File: config.mk
export PLATFORM = sky130hd
export DESIGN_NAME = scpad_tile_agen
export DESIGN_NICKNAME = d
export VERILOG_FILES = /design/src/rtl/scpad_tile_agen.sv
export SDC_FILE = /design/constraint.sdc
export NUM_CORES = 1
export LEC_CHECK = 0
export CAP_MARGIN = 20
export CORE_MARGIN = 2
export CORE_UTILIZATION = 45
export CTS_BUF_LIST = sky130_fd_sc_hd__clkbuf_2 sky130_fd_sc_hd__clkbuf_4 sky130_fd_sc_hd__clkbuf_8
export CTS_CLUSTER_DIAMETER = 30
export DETAILED_ROUTE_END_ITERATION = 7
export PLACE_DENSITY = 0.74
export SLEW_MARGIN = 5
export SYNTH_ARGS = -nofsm -noshare
export SYNTH_HDL_FRONTEND = slang
export SYNTH_SLANG_ARGS = --single-unit
File: constraint.sdc
create_clock -name CLK -period 6.1 [get_ports CLK]
set_clock_uncertainty 0.05 [all_clocks]
set_input_delay 1.22 -clock CLK [delete_from_list [all_inputs] [get_ports CLK]]
set_output_delay 1.22 -clock CLK [all_outputs]
set_load 0.05 [all_outputs]
File: src/rtl/scpad_tile_agen.sv
// scpad_tile_agen: per-tile beat sequencer producing skewed bank-parallel slot/shift/enable masks
module scpad_tile_agen #(
   parameter int SCPAD_SIZE_BYTES = 1048576,
   parameter int NUM_COLS         = 32,
   parameter int ELEM_BITS        = 16,
   parameter int MAX_TILE_SIZE    = 32,
   localparam int ROW_BYTES        = NUM_COLS * ELEM_BITS / 8,
   localparam int NUM_ROWS         = SCPAD_SIZE_BYTES / ROW_BYTES,
   localparam int ROW_SHIFT        = $clog2(ROW_BYTES),
   localparam int SCPAD_ADDR_WIDTH = $clog2(SCPAD_SIZE_BYTES),
   localparam int ROW_IDX_WIDTH    = $clog2(NUM_ROWS),
   localparam int COL_IDX_WIDTH    = $clog2(NUM_COLS),
   localparam int DIM_W            = $clog2(MAX_TILE_SIZE) + 1
) (
   input  logic                              CLK,
   input  logic                              nRST,
   input  logic                              req_valid,
   output logic                              req_ready,
   input  logic [SCPAD_ADDR_WIDTH-1:0]       req_base_addr,
   input  logic [DIM_W-1:0]                  req_rows,
   input  logic [DIM_W-1:0]                  req_cols,
   input  logic                              req_transpose,
   input  logic                              abort,
   output logic                              beat_valid,
   input  logic                              beat_ready,
   output logic [NUM_COLS*ROW_IDX_WIDTH-1:0] beat_slot_mask,
   output logic [NUM_COLS*COL_IDX_WIDTH-1:0] beat_shift_mask,
   output logic [NUM_COLS-1:0]               beat_en_mask,
   output logic [DIM_W-2:0]                  beat_idx,
   output logic                              beat_last,
   output logic                              busy,
   output logic                              done,
   output logic                              err
);
   localparam int RW1 = ROW_IDX_WIDTH + 1;
   localparam int LW  = COL_IDX_WIDTH + 1;
   typedef enum logic {IDLE, RUN} state_t;
   state_t state, state_d;
   logic [ROW_IDX_WIDTH-1:0] req_row, base_row_q, n_base_row;
   logic [DIM_W-1:0] rows_q, cols_q, k_q, n_rows, n_cols, n_k;
   logic tr_q, n_tr;
   logic [RW1-1:0] end_sum;
   logic legal, load, last, adv, n_last;
   logic [NUM_COLS*ROW_IDX_WIDTH-1:0] slot_d;
   logic [NUM_COLS*COL_IDX_WIDTH-1:0] shift_d;
   logic [NUM_COLS-1:0] en_d;
   assign req_row = req_base_addr[SCPAD_ADDR_WIDTH-1:ROW_SHIFT];
   // base_row + rows > NUM_ROWS means the tile would run past the last slot
   assign end_sum = {1'b0, req_row} + RW1'(req_rows);
   assign legal = (req_base_addr[ROW_SHIFT-1:0] == '0) && (req_rows != '0) && (req_cols != '0) &&
                  (req_rows <= DIM_W'(MAX_TILE_SIZE)) && (req_cols <= DIM_W'(MAX_TILE_SIZE)) &&
                  (end_sum <= RW1'(NUM_ROWS));
   assign load = (state == IDLE) && req_valid && legal;
   assign last = k_q == ((tr_q ? cols_q : rows_q) - DIM_W'(1));
   assign adv = (state == RUN) && beat_ready && !abort && !last;
   assign n_base_row = load ? req_row : base_row_q;
   assign n_rows = load ? req_rows : rows_q;
   assign n_cols = load ? req_cols : cols_q;
   assign n_tr = load ? req_transpose : tr_q;
   assign n_k = load ? '0 : adv ? k_q + DIM_W'(1) : k_q;
   assign n_last = n_k == ((n_tr ? n_cols : n_rows) - DIM_W'(1));
   // state register
   always_ff @(posedge CLK or negedge nRST)
      if (!nRST) state <= IDLE;
      else state <= state_d;
   // next state: abort beats the final handshake
   always_comb
      state_d = load ? RUN : ((state == RUN) && (abort || (beat_ready && last))) ? IDLE : state;
   // state-decoded outputs
   always_comb begin
      req_ready = state == IDLE;
      busy = state == RUN;
   end
   // masks for the beat that will be presented next cycle; bank b holds lane (b-k) mod NUM_COLS
   always_comb begin
      slot_d = '0;
      shift_d = '0;
      en_d = '0;
      for (int b = 0; b < NUM_COLS; b++) begin
         logic [COL_IDX_WIDTH-1:0] lane;
         lane = COL_IDX_WIDTH'(b) - n_k[COL_IDX_WIDTH-1:0];
         if (LW'(lane) < LW'(n_tr ? n_rows : n_cols)) begin
            en_d[b] = 1'b1;
            slot_d[b*ROW_IDX_WIDTH +: ROW_IDX_WIDTH] = n_base_row + (n_tr ? ROW_IDX_WIDTH'(lane) : ROW_IDX_WIDTH'(n_k));
            shift_d[b*COL_IDX_WIDTH +: COL_IDX_WIDTH] = lane;
         end
      end
   end
   // captured tile context and beat counter
   always_ff @(posedge CLK or negedge nRST)
      if (!nRST) begin
         base_row_q <= '0;
         rows_q <= '0;
         cols_q <= '0;
         tr_q <= 1'b0;
         k_q <= '0;
      end else begin
         base_row_q <= n_base_row;
         rows_q <= n_rows;
         cols_q <= n_cols;
         tr_q <= n_tr;
         k_q <= n_k;
      end
   // registered beat outputs and status pulses
   always_ff @(posedge CLK or negedge nRST)
      if (!nRST) begin
         beat_valid <= 1'b0;
         beat_slot_mask <= '0;
         beat_shift_mask <= '0;
         beat_en_mask <= '0;
         beat_idx <= '0;
         beat_last <= 1'b0;
         done <= 1'b0;
         err <= 1'b0;
      end else begin
         beat_valid <= state_d == RUN;
         beat_slot_mask <= (state_d == RUN) ? slot_d : '0;
         beat_shift_mask <= (state_d == RUN) ? shift_d : '0;
         beat_en_mask <= (state_d == RUN) ? en_d : '0;
         beat_idx <= (state_d == RUN) ? n_k[DIM_W-2:0] : '0;
         beat_last <= (state_d == RUN) && n_last;
         done <= (state == RUN) && beat_ready && last && !abort;
         err <= (state == IDLE) && req_valid && !legal;
      end
endmodule

==> metrics.yaml, run 1 <==
global_routing:
  gr-usage-all-layers: 0.356
  antenna_found_initial: 1
  grt_max_degree: 163
  grt_pass1_vias: 29300
  grt-ovfl-total: 0
  grt_pass1_wl_mm: 193
yosys:
  syn_inst: 3125
  yosys.area_share.simple: 0.145
  synth_area_mm2: 0.0321
  yosysTopAreaCellShare: 0.531
  synth_common_cells: "dfrtp_1 (682), nor2_1 (621), xnor2_1 (355), nor3_1 (182), a21oi_1 (164)"
  synth_fa_ha_area_frac: 0.0604
  ys_warn_count: 0
  synth_ff_type: "dfrtp_1"
  synth_top_area_cell: "dfrtp_1"
  synth.distinct_cells: 84
  synth_xor_area_frac: 0.116
  postSynthAreaPerCell_um2: 10.3
  ys_seq_elements: 682
  synth_mux_area_frac: 0.0117
  synth_seq_area_share: 0.531
  synth_compound_area_frac: 0.0923
  synthArstFlopShare: 1.00
  syn-num-nets: 3315
  synth_top_family_by_area: "simple AND/OR/NAND/NOR gates"
  synthTopCellsByArea: "dfrtp_1 (53%), xnor2_1 (9.7%), nor2_1 (7.3%)"
  synth_edf_count: 0
  yosysMostFrequentCell: "dfrtp_1"
final_layout:
  num-fill-cells: 5223
  drive_gt1_frac: 0.222
  utilization: 0.687
  nNetsFinal: 4541
  syn_to_final_growth_pct: 50.6
die:
  die_w_um: 271
  pin_count: 689
  die_h_um: 271
  fp-row-count: 97
  initial_core_util: 0.456
  coreArea_mm2: 0.0704
  dieArea_mm2: 0.0735
worst_setup_path:
  crit_path_max_fanout: 6
  end_kind: "register"
  crit_start: "req_base_addr[6]"
  critPathMaxStageDelay_ns: 0.43
  cp_data_required_time_ns: 6.73
  critPathLaunchType: "input pin"
  arrival_ns: 6.57
  path_class: "in2reg"
  worst_path_max_delay_cell: "clkdlybuf4s50_1"
  cp_top_family: "compound AO/OA/AOI/OAI gates"
  r2r-start: "tr_q"
  path_buf_inv: 7
run:
  drv_cap: 0
timing:
  setup_viol: 0
  min_period_over_period: 0.974
  hold_violations: 0
  final.min_clock_period_ns: 5.94
  hold_slack_ns: 0.449
  worst_pin_slew_ns: 1.11
  slew_viol_final: 0
  fmax_ghz: 0.168
  max_slew_margin: 0.253
  worst_slack_ns: 0.158
clock_network:
  clock_path_buffers: 3
  clkTransAtPathRegs_ns: 0.05
  root_buffer: "clkbuf_8"
  h-tree-depth: 4
  cts-hold-fix-buffers: 0
  worstSkewPairLatency_ns: 0.79
  cts_tree: "done"
  cts_buffers: 142
  cts_sinks: 682
routing:
  routedWlPerCell_um: 24.5
  drt.antenna.violating_nets: 0
  dr.first_iter.drc_count: 2469
  via_per_inst: 5.34
  vias: 28800
  wirelength_mm: 132
  firstDrtPassIters: 5
  remaining_drc_errors: 0
power:
  p_leak_uw: 0.0224
  power_density_mw_per_mm2: 244
  ir_worst_vdd_uv: 228
place:
  dp_slack_ns: -0.651
  port_buffers: 688
  gp_congestion: 0.995
  dp_hpwl_mm: 98.2
worst_hold_path:
  worstHoldPathType: "in2async"
run_status:
  outcome: "completed"
==> metal layers <==
metal	track usage	share of wire	up-vias
met2	0.580	0.47	1462
met4	0.183	0.054	0
met3	0.0890	0.081	333
met5	0	0	-
met1	0.439	0.39	14300
li1	-	-	12800
==> where the power goes <==
part / internal (uW) / switching, uW / leakage [uW]
Combinational: 611 / 968 / 0.0111
Sequential: 4540 / 11.6 / 0.00953
Clock: 3490 / 2190 / 0.00173
==> cell families (layout without fill, tap and decap cells) <==
family                   after synthesis  count (layout)
AO/OA/AOI/OAI                        426             426
multiplexers                          35              35
flip-flops                           682             682
XOR/XNOR                             421             421
other                                  0               2
adder cells (fa/ha/maj)              152             152
AND/OR/NAND/NOR                     1083            1083
buffers and inverters                326            1660
==> worst paths after layout <==
check,depth (start not counted),slack [ns],to
setup reg to reg,25,0.45,beat_slot_mask[262]
min in group CLK,2,0.45,cols_q[5]
max in group asynchronous,2,4.19,beat_en_mask[1]
hold / removal,1,0.45,beat_slot_mask[375]
hold reg to reg,2,0.45,cols_q[5]
setup / recovery,27,0.16,beat_slot_mask[262]
==> registers in the layout, indices dropped and copies added (netlist names), 5 cells and up <==
register / count
beat_slot_mask: 448
beat_shift_mask: 160
beat_en_mask: 32
base_row_q: 14
cols_q: 6
k_q: 6
rows_q: 6
beat_idx: 5
==> final cells by class <==
class                           instances  area [um^2]  share of cell area
Antenna cell                            2         5.00            0.000104
Clock buffer                          190         2430              0.0503
Clock inverter                         62          936              0.0194
Inverter                              131          493              0.0102
Multi-Input combinational cell       2117        14100               0.291
Sequential cell                       682        17100               0.353
Tap cell                              940         1180              0.0243
Timing Repair Buffer                 1277        12200               0.251
==> through the flow <==
| stage | cells | setup TNS [ns] | power (uW) | cell area, um^2 |
|---|---|---|---|---|
| CTS | 5398 | 0 | 11800 | 48200 |
| detailed placement | 5146 | -286.53 | 6160 | 44900 |
| finish | 5401 | 0 | 11800 | 48400 |
| global placement | 5146 | -218.32 | 6150 | 44900 |
| global route | 5400 | -0.0818 | 12200 | 48400 |
| floorplan | 3125 | 0 | 5320 | 32200 |
==> cells in the final DEF (no fill, tap or decap), types with 32 or more instances in the layout <==
cell type	synthesis	layout
a21o_1	102	102
a21oi_1	164	141
buf_12	0	67
buf_4	8	520
clkbuf_8	0	161
clkdlybuf4s50_1	0	687
dfrtp_1	682	682
ha_1	147	144
inv_1	100	97
inv_2	29	32
nand2_1	150	146
nor2_1	621	617
nor3_1	182	181
nor4_1	34	33
o21ai_0	42	33
xnor2_1	355	353
xor2_1	62	62
==> timing repair <==
item / CTS / global route
buffers inserted: 0 / 1
gates resized for setup: 0 / 28
endpoints found under the setup margin: 0 / 226
hold endpoints to repair: 0 / 0
No activity file was read; power rests on OpenSTA's default activity.
==> run 2, diff against run 1 <==
--- a/config.mk
+++ b/config.mk
@@ -6,12 +6,14 @@
 export NUM_CORES = 1
 export LEC_CHECK = 0
 export CAP_MARGIN = 20
+export CORE_ASPECT_RATIO = 1.25
 export CORE_MARGIN = 2
 export CORE_UTILIZATION = 45
 export CTS_BUF_LIST = sky130_fd_sc_hd__clkbuf_2 sky130_fd_sc_hd__clkbuf_4 sky130_fd_sc_hd__clkbuf_8
 export CTS_CLUSTER_DIAMETER = 30
 export DETAILED_ROUTE_END_ITERATION = 7
 export PLACE_DENSITY = 0.74
+export REMOVE_ABC_BUFFERS = 1
 export SLEW_MARGIN = 5
 export SYNTH_ARGS = -nofsm -noshare
 export SYNTH_HDL_FRONTEND = slang
==> run 2 against run 1 <==
Combinational power down 3%. Setup slack improved by 0.020 ns. Sequential power about the same. Sequential cell count is the same. Critical endpoint is now beat_slot_mask[442]. Cell area down 1.3%. Clock power down 11%. Sequential share of layout area grew 0.46 points. Wire length down 5.2%. Via count is 2.7% lower.
==> metrics.yaml, run 2 (synthesized netlist as in run 1, its figures left out) <==
run_status:
  outcome: "completed"
routing:
  firstDrtPassIters: 6  # +1
  routedWlPerCell_um: 23.4  # -4.2%
  drt.antenna.violating_nets: 0  # unchanged
  wirelength_mm: 125  # -5.2%
  dr.first_iter.drc_count: 1832  # -26%
  vias: 28000  # -2.7%
  remaining_drc_errors: 0  # unchanged
  via_per_inst: 5.25  # -1.7%
final_layout:
  largest_registers: "beat_slot_mask (448), beat_shift_mask (160), beat_en_mask (32)"
  drive_gt1_frac: 0.214  # -0.00771
  largest_reg_flops: 448  # unchanged
  mostFrequentLayoutCells: "clkdlybuf4s50_1 (686), dfrtp_1 (682), nor2_1 (616), buf_4 (484), xnor2_1 (355)"
  syn_to_final_growth_pct: 48.6
  final_common_cell: "clkdlybuf4s50_1"
  nNetsFinal: 4496  # -0.99%
  largest_register: "beat_slot_mask"
clock_network:
  worstSkewPairLatency_ns: 0.81  # +0.02 ns
  h-tree-depth: 4  # unchanged
  cts_tree: "done"
  cts-hold-fix-buffers: 0  # unchanged
  cts_buffers: 131  # -7.7%
  cts_sinks: 682  # unchanged
  clkTransAtPathRegs_ns: 0.06  # about the same
  root_buffer: "clkbuf_8"
  clock_path_buffers: 3  # unchanged
die:
  die_w_um: 243  # -10%
  pin_count: 689  # unchanged
  initial_core_util: 0.455  # -0.00163
  fp-row-count: 109  # +12%
  die_h_um: 303  # +12%
  coreArea_mm2: 0.0706  # +0.36%
  dieArea_mm2: 0.0735  # about the same
power:
  power_density_mw_per_mm2: 233  # -4.5%
  p_sw_frac: 0.269  # +0.00104
  ir_worst_vdd_uv: 238  # +4.6%
  clock_power_share: 0.454  # -0.027
  p_leak_uw: 0.0220  # -1.6%
  netSwitchingPower_uw: 3000  # -5.3%
  p_int_uw: 8130  # -5.8%
  seq_power_share: 0.409  # +0.023
  comb_power_share: 0.138  # +0.004
  finalPower_uw: 11100  # -5.7%
timing:
  rsz0062_at_grt: "true"
  fin_tns_setup_ns: 0  # unchanged
  slew_viol_final: 0  # unchanged
  worst_pin_slew_ns: 1.11  # -0.00152 ns
  hold_violations: 0  # unchanged
  max_slew_margin: 0.259  # +0.00605
  final.min_clock_period_ns: 5.92  # -0.0202 ns
  min_period_over_period: 0.971  # -0.00331
  hold_slack_ns: 0.400  # -0.0492 ns
  fmax_ghz: 0.169  # +0.34%
  setup_viol: 0  # unchanged
worst_setup_path:
  cp_cell_sequence: "clkdlybuf4s50_1 > ha_2 > fa_1 > xor2_1 > a2111oi_1 > o2111ai_1 > a311o_1 > a21oi_4 > a41o_4 > mux2i_4 > clkinv_1 > buf_4 > nor2_4 > buf_4 > nor2_1 > ha_1 > a21o_1 > a21o_1 > a21oi_2 > nor2_1 > mux2i_2 > buf_4 > nor2_1 > nor4_2"
  path_buf_inv: 5  # -2
  r2r-start: "tr_q"
  crit_path_max_fanout: 7  # +1
  critPathLaunchType: "input pin"
  reg2reg_depth: 23  # -8.0%
  path_class: "in2reg"
  cp_data_required_time_ns: 6.76  # +0.03 ns
  r2r-end: "beat_slot_mask[424]"
  end_kind: "register"
  worst_path_max_delay_cell: "clkdlybuf4s50_1"
  cp.depth: 24  # -11%
  arrival_ns: 6.58  # about the same
  critPathMaxStageDelay_ns: 0.44  # about the same
  crit_start: "req_rows[0]"
  cp_top_family: "compound AO/OA/AOI/OAI gates"
  crit_end: "beat_slot_mask[442]"
  r2r_slack_ns: 0.53  # +0.08 ns
global_routing:
  grt_pass1_vias: 29500  # +0.70%
  grt-ovfl-total: 0  # unchanged
  antenna_found_initial: 3  # +2
  gr-usage-all-layers: 0.339  # -0.0165
  grt_pass1_wl_mm: 184  # -4.5%
  grt_max_degree: 146  # -10%
place:
  port_buffers: 688  # unchanged
  gp_congestion: 0.959  # -3.6%
  dp_hpwl_mm: 92.1  # -6.2%
run:
  drv_cap: 0  # unchanged
worst_hold_path:
  worstHoldPathType: "in2async"
-- run 2: cell types whose count changed in the layout (fill, tap and decap cells not counted), sizes merged --
cell and delta:
clkdlybuf4s50 -1, bufinv -6, diode -1, dlymetal6s2s +1, buf -34, inv -1, clkbuf -21, clkinvlp +3
-- run 2: power by group through the flow --
| stage | Combinational, uW | Clock (uW) | Sequential, uW |
|---|---|---|---|
| global placement | 1480 | 0 | 4630 |
| detailed placement | 1500 | 0 | 4630 |
| global route | 1630 | 5320 | 4550 |
| floorplan | 629 | 0 | 4640 |
| CTS | 1510 | 5120 | 4550 |
| finish | 1530 | 5050 | 4550 |
-- run 2: stage by stage --
stage | utilization | std cells | cell area [um^2] | worst slack [ns]
2_1_floorplan | - | 2930 | 31200 | -6.21
3_3_place_gp | 0.631 | 5115 | 44600 | -0.776
3_5_place_dp | 0.631 | 5115 | 44600 | -0.980
4_1_cts | 0.672 | 5343 | 47500 | 0.00245
5_1_grt | 0.676 | 5344 | 47700 | -0.0123
6_report | 0.676 | 5344 | 47700 | 0.178
-- run 2: worst min-delay path by stage --
stage / end / slack, ns / start / cells after the start
2_1_floorplan: base_row_q[5] / 0.39 / base_row_q[5] / 2
3_3_place_gp: rows_q[5] / 0.43 / rows_q[5] / 2
3_5_place_dp: cols_q[5] / 0.44 / cols_q[5] / 2
4_1_cts: beat_shift_mask[39] / 0.38 / nRST / 1
5_1_grt: beat_slot_mask[142] / 0.44 / nRST / 1
6_report: beat_shift_mask[12] / 0.40 / nRST / 1
-- run 2: per-layer routing --
metal | share of wire | track usage | wire length (um) | up-vias
met5 | 0 | 0 | 0 | -
met1 | 0.37 | 0.377 | 46000 | 13900
met4 | 0.060 | 0.198 | 7540 | 0
li1 | - | - | - | 12600
met3 | 0.070 | 0.0885 | 8750 | 357
met2 | 0.50 | 0.590 | 63000 | 1171
-- run 2: layout make-up --
cell class,count,area (um^2)
inverter,131,492
fill,5434,22900
clock inverter,58,722
tap,943,1180
multi-input combinational,2117,14100
antenna,1,2.50
sequential,682,17100
timing repair buffer,1243,11900
clock buffer,169,2210
-- run 2: repair_timing --
item	in CTS	in global routing
setup buffers	1	1
endpoints found under the setup margin	8	415
pin swaps	1	7
resized for setup	5	60
==> run 3, diff against run 2 <==
--- a/config.mk
+++ b/config.mk
@@ -12,7 +12,7 @@
 export CTS_BUF_LIST = sky130_fd_sc_hd__clkbuf_2 sky130_fd_sc_hd__clkbuf_4 sky130_fd_sc_hd__clkbuf_8
 export CTS_CLUSTER_DIAMETER = 30
 export DETAILED_ROUTE_END_ITERATION = 7
-export PLACE_DENSITY = 0.74
+export PLACE_DENSITY = 0.77
 export REMOVE_ABC_BUFFERS = 1
 export SLEW_MARGIN = 5
 export SYNTH_ARGS = -nofsm -noshare
==> constraint.sdc (replaced) <==
create_clock -name CLK -period 4.74 [get_ports CLK]
set_clock_uncertainty 0.05 [all_clocks]
set_input_delay 0.948 -clock CLK [delete_from_list [all_inputs] [get_ports CLK]]
set_output_delay 0.948 -clock CLK [all_outputs]
set_load 0.05 [all_outputs]
==> run 3 against run 2 <==
The run now ends with setup timing left. Setup slack got worse by 0.95 ns. Global-route usage rose by 1.7 points. Die area did not move. Critical endpoint is now beat_slot_mask[22]. Largest power group unchanged.
==> metrics.yaml, run 3 (synthesized netlist as in run 1, its figures left out) <==
routing:
  wirelength_mm: 149  # +19%
  wl_met2_mm: 73.5  # +17%
  drt.antenna.violating_nets: 0  # unchanged
  top_layer_used: "met5"
  wl_met1_mm: 49.4  # +7.4%
  wl_met3_mm: 13.1  # +50%
  routedWlPerCell_um: 26.3  # +12%
  vias: 31700  # +13%
  dr.first_iter.drc_count: 2318  # +27%
  firstDrtPassIters: 6  # unchanged
  via_per_inst: 5.60  # +6.6%
  remaining_drc_errors: 0  # unchanged
timing:
  worst_slack_ns: -0.770  # -0.948 ns
  rsz0062_at_grt: "true"
  fmax_ghz: 0.181
  setup_viol: 612  # +612
  fin_tns_setup_ns: -119.21  # -119.21 ns
  worst_pin_slew_ns: 1.02  # -0.0894 ns
  hold_slack_ns: 0.145  # -0.254 ns
  final.min_clock_period_ns: 5.51
  slew_viol_final: 0  # unchanged
  min_period_over_period: 1.16
  hold_violations: 0  # unchanged
  max_slew_margin: 0.299  # +0.0401
run_status:
  outcome: "finished with violations"
  violations: "setup timing"
global_routing:
  grt_max_degree: 109  # -25%
  gr-usage-all-layers: 0.356  # +0.0169
  grt_pass1_vias: 31600  # +7.1%
  grt-ovfl-total: 0  # unchanged
  grt_pass1_wl_mm: 194  # +5.4%
  antenna_found_initial: 2  # -1
final_layout:
  largest_registers: "beat_slot_mask (448), beat_shift_mask (160), beat_en_mask (32)"
  final_common_cell: "dfrtp_1"
  finalNonFillerCells: 5661  # +5.9%
  nNetsFinal: 4811  # +7.0%
  syn_to_final_growth_pct: 72.1
  utilization: 0.783  # +0.107
  mostFrequentLayoutCells: "dfrtp_1 (681), clkdlybuf4s50_1 (675), buf_4 (590), nor2_1 (459), xnor2_1 (287)"
  largest_register: "beat_slot_mask"
  drive_gt1_frac: 0.381  # +0.167
  largest_reg_flops: 448  # unchanged
clock_network:
  cts_tree: "done"
  clock_path_buffers: 3  # unchanged
  worstSkewPairLatency_ns: 0.83  # +0.02 ns
  cts-hold-fix-buffers: 0  # unchanged
  cts_sinks: 682  # unchanged
  clkTransAtPathRegs_ns: 0.06  # about the same
  h-tree-depth: 4  # unchanged
  cts_buffers: 130  # -0.76%
  root_buffer: "clkbuf_8"
power:
  p_leak_uw: 0.0248  # +13%
  ir_worst_vdd_uv: 383  # +61%
  power_density_mw_per_mm2: 273  # +17%
die:
  die_h_um: 303  # unchanged
  die_w_um: 243  # unchanged
  pin_count: 689  # unchanged
  fp-row-count: 109  # unchanged
  dieArea_mm2: 0.0735  # unchanged
  coreArea_mm2: 0.0706  # unchanged
  initial_core_util: 0.455  # unchanged
worst_setup_path:
  end_kind: "register"
  arrival_ns: 6.11  # -0.47 ns
  critPathLaunchType: "input pin"
  cp_data_required_time_ns: 5.34  # -1.42 ns
  crit_path_max_fanout: 6  # -1
  path_class: "in2reg"
place:
  post-place-cells: 5241  # +2.5%
  dp_slack_ns: -2.12  # -1.14 ns
  port_buffers: 688  # unchanged
  gp_congestion: 0.960  # about the same
  dp_hpwl_mm: 95.5  # +3.7%
worst_hold_path:
  worstHoldPathType: "in2async"
run:
  drv_cap: 0  # unchanged
[run 3: cell types whose count changed in the layout (fill, tap and decap cells not counted), sizes merged, moves of 2 or more]
| cell | change |
|---|---|
| clkdlybuf4s50 | -11 |
| bufbuf | +2 |
| inv | +3 |
| clkbuf | +22 |
| clkinvlp | -3 |
| clkdlybuf4s15 | +2 |
| bufinv | -4 |
| buf | +301 |
| dlygate4sd2 | +6 |
[run 3: layout make-up]
| class | instances | area (um^2) |
|---|---|---|
| Clock inverter | 53 | 681 |
| Sequential cell | 682 | 17100 |
| Multi-Input combinational cell | 2117 | 17800 |
| Fill cell | 4053 | 15400 |
| Inverter | 131 | 504 |
| Tap cell | 943 | 1180 |
| Antenna cell | 2 | 5.00 |
| Timing Repair Buffer | 1559 | 15800 |
| Clock buffer | 174 | 2250 |
[run 3: stage by stage]
| step | power (uW) | instance area (um^2) |
|---|---|---|
| after floorplan | 6780 | 31200 |
| after global placement | 7970 | 45900 |
| after detailed placement | 8000 | 45900 |
| after CTS | 14600 | 50600 |
| after global routing | 15500 | 55300 |
| final | 15100 | 55300 |
[run 3: path summary, 6_finish.rpt]
path | from | cells past startpoint | slack [ns] | to
worst max-delay path | req_rows[0] | 25 | -0.77 | beat_slot_mask[22]
worst min register to register | base_row_q[5] | 2 | 0.49 | base_row_q[5]
worst max register to register | tr_q | 25 | -0.47 | beat_slot_mask[22]
min in group CLK | req_rows[0] | 4 | 0.44 | rows_q[0]
worst min-delay path | nRST | 1 | 0.15 | beat_en_mask[19]
max in group asynchronous | nRST | 2 | 3.29 | beat_slot_mask[24]
[run 3: per-layer routing]
metal	vias up	track usage
li1	13300	-
met1	15700	0.381
met2	1903	0.629
met3	734	0.0912
met4	2	0.229
met5	-	0
[run 3: power by group]
part | switching [uW] | internal, uW | total, uW
Sequential | 12.6 | 5840 | 5850
Clock | 2810 | 3710 | 6530
Combinational | 1500 | 1190 | 2690
Total | 4330 | 10700 | 15100
[run 3: timing repair]
| item | 4_1_cts | 5_1_grt |
|---|---|---|
| hold endpoints to repair | 0 | 0 |
| gates cloned | 3 | 22 |
| buffers inserted | 86 | 103 |
| setup endpoints to repair | 641 | 641 |
| pin swaps | 186 | 394 |
| gates resized for setup | 275 | 755 |
[run 3: worst max-delay path, stage by stage]
cell	delay [ns]
buf_8	0.10
ha_4	0.15
fa_2	0.35
a21o_1	0.20
a21o_1	0.18
or2_1	0.20
a22o_1	0.25
buf_4	0.14
nor4_2	0.12
buf_4	0.17
a41o_4	0.32
mux2i_4	0.30
buf_12	0.16
xnor2_4	0.08
ha_4	0.19
buf_12	0.13
fa_2	0.38
a21o_1	0.25
a21o_1	0.23
a21o_1	0.21
a21oi_2	0.16
buf_6	0.15
nor2_4	0.05
xnor2_2	0.22
nor3_2	0.45
